--- config.mk ---
export PLATFORM = sky130hd
export DESIGN_NAME = hazard_info_pipe
export DESIGN_NICKNAME = d
export VERILOG_FILES = /design/src/rtl/hazard_info_pipe.sv
export SDC_FILE = /design/constraint.sdc
export NUM_CORES = 1
export LEC_CHECK = 0
export BUFFER_PORTS_ARGS = -buffer_cell sky130_fd_sc_hd__buf_2
export CAP_MARGIN = 20
export CORE_MARGIN = 10
export CORE_UTILIZATION = 35
export CTS_CLUSTER_DIAMETER = 150
export DETAILED_ROUTE_END_ITERATION = 10
export PLACE_DENSITY = 0.67
export SLEW_MARGIN = 0
export SYNTH_ARGS = -nofsm -noshare
export SYNTH_HDL_FRONTEND = slang
export SYNTH_SLANG_ARGS = --single-unit
--- constraint.sdc ---
create_clock -name clk -period 1.7 [get_ports clk]
set_input_delay 0.17 -clock clk [delete_from_list [all_inputs] [get_ports clk]]
set_output_delay 0.17 -clock clk [all_outputs]
set_load 0.01 [all_outputs]
--- src/rtl/hazard_info_pipe.sv ---
// rtl/hazard_info_pipe.sv - per-stage hazard bookkeeping pipeline (E/M/W) with stall bubble and stall counter
//
// Purpose: carries each instruction's destination register, source registers
// and Tnew from decode through E, M and W. The E/M/W records feed the
// hazard-resolution unit, and the `stall` input it produces bubbles E.
//
// Ports:
//   clk         rising-edge clock
//   reset       asynchronous active-low reset, clears every record and the counter
//   stall       freeze D / insert bubble into E on this edge
//   Tnew_D      result latency of the decoding instruction (0 none, 1 ALU, 2 load)
//   regA3_D     destination register in D (0 = no write)
//   regA1_D/A2  source registers in D
//   Tnew_E/M/W  remaining latency per stage
//   regA3_E/M/W destination register per stage
//   regA1_E/A2_E sources of the instruction in E
//   regA2_M     rt of the instruction in M
//   stallCount  saturating count of stall cycles

module hazard_info_pipe #(
  parameter int REG_W  = 5,
  parameter int TNEW_W = 3,
  parameter int CNT_W  = 16
) (
  input  logic              clk,
  input  logic              reset,
  input  logic              stall,
  input  logic [TNEW_W-1:0] Tnew_D,
  input  logic [REG_W-1:0]  regA3_D,
  input  logic [REG_W-1:0]  regA1_D,
  input  logic [REG_W-1:0]  regA2_D,
  output logic [TNEW_W-1:0] Tnew_E,
  output logic [TNEW_W-1:0] Tnew_M,
  output logic [TNEW_W-1:0] Tnew_W,
  output logic [REG_W-1:0]  regA3_E,
  output logic [REG_W-1:0]  regA3_M,
  output logic [REG_W-1:0]  regA3_W,
  output logic [REG_W-1:0]  regA1_E,
  output logic [REG_W-1:0]  regA2_E,
  output logic [REG_W-1:0]  regA2_M,
  output logic [CNT_W-1:0]  stallCount
);

  localparam logic [TNEW_W-1:0] TNEW_MAX = TNEW_W'(2);

  logic [TNEW_W-1:0] tnewCapture;

  // A write to r0 never produces a result anyone waits on, so it carries no
  // latency; otherwise latencies beyond a load's are clamped to a load's.
  always_comb begin
    tnewCapture = '0;
    if (regA3_D != '0) begin
      tnewCapture = (Tnew_D > TNEW_MAX) ? TNEW_MAX : Tnew_D;
    end
  end

  function automatic logic [TNEW_W-1:0] satDec(input logic [TNEW_W-1:0] x);
    return (x != '0) ? x - TNEW_W'(1) : '0;
  endfunction

  // E stage: new instruction, or an all-zero bubble while D is frozen.
  always_ff @(posedge clk or negedge reset) begin
    if (!reset) begin
      Tnew_E  <= '0;
      regA3_E <= '0;
      regA1_E <= '0;
      regA2_E <= '0;
    end else if (stall) begin
      Tnew_E  <= '0;
      regA3_E <= '0;
      regA1_E <= '0;
      regA2_E <= '0;
    end else begin
      Tnew_E  <= tnewCapture;
      regA3_E <= regA3_D;
      regA1_E <= regA1_D;
      regA2_E <= regA2_D;
    end
  end

  // M and W always drain; a stall only affects what enters E.
  always_ff @(posedge clk or negedge reset) begin
    if (!reset) begin
      Tnew_M  <= '0;
      regA3_M <= '0;
      regA2_M <= '0;
      Tnew_W  <= '0;
      regA3_W <= '0;
    end else begin
      Tnew_M  <= satDec(Tnew_E);
      regA3_M <= regA3_E;
      regA2_M <= regA2_E;
      Tnew_W  <= satDec(Tnew_M);
      regA3_W <= regA3_M;
    end
  end

  // Stall-cycle counter sticks at all-ones instead of wrapping.
  always_ff @(posedge clk or negedge reset) begin
    if (!reset) begin
      stallCount <= '0;
    end else if (stall && (stallCount != {CNT_W{1'b1}})) begin
      stallCount <= stallCount + CNT_W'(1);
    end
  end

endmodule

### Yosys cells after proc, flatten, opt, wreduce, memory -nomap -nowiden

Index checks and enable logic that the tools add are counted.

* multiplexer cells: 8
* equal/unequal tests: 1
* reductions and logical operators: 4
* $lt $le $gt $ge: 1
* $add $sub $neg: 3

Operators by type and width (number)
* $add A16 B1 Y16 const B: 1
* $ne A16 B16 Y1 const B: 1
* $mux W3: 5
* $mux W5: 3
* $reduce_bool A3 Y1: 2
* $sub A3 B1 Y3 const B: 2
* $reduce_bool A5 Y1: 1
* $gt A3 B2 Y1 const B: 1
* $logic_and A1 B1 Y1: 1

* register bits: 55

### Depth between registers and ports, before layout

* depth in word-level cells: 4
* depth in mapped cells: 6
* mapped depth without buffers: 5

### Least setup slack after synthesis

No wires, ideal clock.

* path type: reg2reg
* from: register stallCount[0]
* to: register stallCount[1]
* period minus slack after synthesis: 1670 ps
* arrival time: 1545 ps
* slack: 30 ps
* required time: 1575 ps
* stages on the path, launching flop included: 6
* path through: dfrtp_1 -> ha_1 -> nand4_1 -> o41a_1 -> buf_6 -> mux2_4

* word-level cells in the longest chain between the ends: 2

Ends and longest elaborated chain
* start: declaration: line 41 `output logic [CNT_W-1:0] stallCount`
* start signal: assignment: line 103 `stallCount <= stallCount + CNT_W'(1);`
* parallel branches: the longest is 2 deep, another holds $add A16 B1 Y16

Parallel ways; which one is timed is not known.
A chain may end at the register's enable or synchronous reset.

### Worst setup path in the final report

* from: register stallCount[1]
* to: register stallCount[1]

The elaborated chain is that of the path after synthesis.

==> out/qor.csv <==
metric;value;unit
status;finished, final reports clean;
worst-path-max-fanout;5;
syn-cell-area;1970;um^2
max-clock-path-buffers;2;
synth_common_cells;55 x dfrtp_1, 15 x nor2b_1, 12 x xnor2_1;
synth_cells;145;
grt_pass1_vias;1428;
gp_congestion;0.796;
yosysSeqAreaShare;0.697;
nFillCells;499;
slew_violations;0;
synth.avg_cell_area;13.6;um^2
antenna_found_initial;0;
core-area;5510;um^2
setup_viol;0;
hold_end;Tnew_E[0]$_DFF_PN0_;
num_antenna_cells;0;
grt_pass1_wl;6.78;mm
worstHoldStart;Tnew_D[0];
placed_cells;301;
postSynth.asyncResetShare;1.00;
synthTopCellsByArea;dfrtp_1 70%, xnor2_1 5.3%, nor2b_1 4.8%, ha_1 3.2%, nand4_1 2.9%;
r2r_start;stallCount[1]$_DFFE_PN0P_;
yosysTopAreaCellShare;0.697;
tns;0;ns
timing.rr.end;stallCount[1]$_DFFE_PN0P_;
power_frac_comb;0.195;
synth.distinct_cells;25;
nets;264;
routedWlPerCell;13.9;um
rsz0062_at_grt;true;
required;1.90;ns
crit_type;reg2reg;
hold_depth;3;
cts_root_buf;clkbuf_8;
gr-total-overflow;0;
ios;76;
power.density;1080;nW/um^2
grt_use_total;0.0951;
postCtsSetupBuffers;0;
period_share;0.954;
synthesis.nets;171;
portBuffers;75;
cts_made_buffers;5;
routed_wirelength;4.34;mm
firstDrtPassIters;4;
dieWidth;95.1;um
cap_violations;0;
max_freq;617;MHz
viasPerCell;4.50;
final.min_clock_period;1.62;ns
cp.arrival;1.82;ns
synth-edff-count;0;
h-tree-depth;2;
yosysWarnings;0;
insertion_delay;0.30;ns
die_h;95.1;um
p_seq_frac;0.543;
r2r_cells;4;
drt_iter0_markers;52;
post-dp-hpwl;3.38;mm
initial_utilization;0.359;
die_area;9040;um^2
vias;1400;
synthFlopType;dfrtp_1;
grt_max_degree;56;
p_int;2.02;mW
drc;0;
power_switching;0.849;mW
hold_viol;0;
cp-start-kind;flop;
vdd_drop_max;395;uV
critPathCaptureType;flop;
postRouteAntennaNets;0;
rrSetupSlack;0.08;ns
synth_most_common_cell;dfrtp_1;
cts_tree;yes;
power.share.clock;0.262;
final_cells;311;
hp-class;in2reg;
power.leakage;1.40;nW
std_cell_rows;27;
clk_pin_slew;0.10;ns
synthToLayoutAreaGrowth;34.2;%
crit_start;stallCount[1]$_DFFE_PN0P_;
synth_area_leader_cell;dfrtp_1;
fin_skew;0.00295;ns
clock_sinks;55;
drive_gt1_frac;0.410;
synth_seq_cells;55;
netSwitchingFraction;0.296;
==> kinds of logic after synthesis <==
kind of cell               synth area share
other                               0.00190
muxes                               0.00760
and+or+nand+nor                       0.163
xor gates and xnor gates             0.0665
buffers and inverters                0.0177
AOI/OAI and AO/OA                    0.0146
DFF                                   0.697
adders and majority gates            0.0317
==> critical path: stages, from the launching register on <==
cell     delay [ns]
dfrtp_1        0.36
ha_1           0.22
nand4_1        0.17
o41a_1         0.44
mux2_4         0.33
==> per-layer routing <==
| metal | wire length, um | GRT usage |
|---|---|---|
| met4 | 57 | 0.0374 |
| met1 | 1670 | 0.102 |
| met5 | 0 | 0 |
| met2 | 2190 | 0.163 |
| met3 | 420 | 0.0401 |
==> state kept, by name, summed over array words and instances, names as in the netlist <==
| signal | count |
|---|---|
| stallCount | 16 |
| Tnew_W | 3 |
| regA2_E | 5 |
| regA3_W | 5 |
| regA3_E | 5 |
| regA2_M | 5 |
| Tnew_M | 3 |
| regA3_M | 5 |
| Tnew_E | 3 |
| regA1_E | 5 |
==> cell usage in the layout, fill, tap and decap left out <==
| cell type | instances |
|---|---|
| nand4_2 | 1 |
| clkinv_4 | 1 |
| nand4_1 | 9 |
| nor2_1 | 8 |
| xnor2_1 | 12 |
| nand4b_1 | 1 |
| o21ai_0 | 2 |
| ha_1 | 5 |
| conb_1 | 1 |
| inv_6 | 1 |
| buf_4 | 11 |
| buf_2 | 75 |
| mux2_4 | 1 |
| nand2_1 | 9 |
| buf_12 | 1 |
| inv_1 | 4 |
| dfrtp_1 | 55 |
| clkinv_8 | 1 |
| or4_1 | 1 |
| nor4_1 | 1 |
| and3_1 | 2 |
| nor3_1 | 3 |
| o41a_1 | 2 |
| nand3_1 | 4 |
| clkbuf_8 | 5 |
| dlygate4sd3_1 | 1 |
| or4_4 | 1 |
| o211ai_1 | 1 |
| and4_1 | 2 |
| xor2_1 | 3 |
| nor2b_1 | 15 |
==> how the worst max path moves through the flow <==
stage / to / cells past startpoint
final: stallCount[1]$_DFFE_PN0P_ / 4
after floorplan: stallCount[1]$_DFFE_PN0P_ / 5
after global placement: stallCount[1]$_DFFE_PN0P_ / 4
after global routing: stallCount[1]$_DFFE_PN0P_ / 3
after CTS: stallCount[1]$_DFFE_PN0P_ / 4
after detailed placement: stallCount[1]$_DFFE_PN0P_ / 4
==> layout make-up <==
type,instances,area (um^2),share of cell area
Clock inverter,3,33.8,0.0127
Timing Repair Buffer,88,488,0.184
Inverter,4,15.0,0.00567
Sequential cell,55,1380,0.519
Multi-Input combinational cell,84,578,0.218
Clock buffer,5,68.8,0.0260
Tap cell,72,90.1,0.0340
==> power groups by stage <==
stage	clock network [mW]	logic, mW	registers (mW)
final	0.750	0.559	1.56
after global placement	0	0.557	1.58
after global routing	0.849	0.633	1.58
after floorplan	0	0.182	1.66
after detailed placement	0	0.567	1.59
after CTS	0.790	0.571	1.56
==> stage by stage <==
stage | worst slack (ns) | util | instance area (um^2) | hold WS, ns | total power, mW
6_report | 0.0783 | 0.481 | 2650 | 0.0734 | 2.87
5_1_grt | 0.00390 | 0.481 | 2650 | 0.0626 | 3.06
4_1_cts | 0.0303 | 0.479 | 2640 | 0.0553 | 2.92
3_5_place_dp | 0.0474 | 0.458 | 2520 | 0.188 | 2.15
3_3_place_gp | 0.0944 | 0.458 | 2520 | 0.186 | 2.13
2_1_floorplan | 0.0302 | - | 1970 | -0.126 | 1.84
==> what timing repair did <==
| action | in CTS | in global routing |
|---|---|---|
| resized for setup | 0 | 1 |
| hold buffers | 1 | 0 |
| endpoints found under the setup margin | 0 | 4 |
| hold endpoints to repair | 55 | 0 |
(Power assumes the default switching activity.)
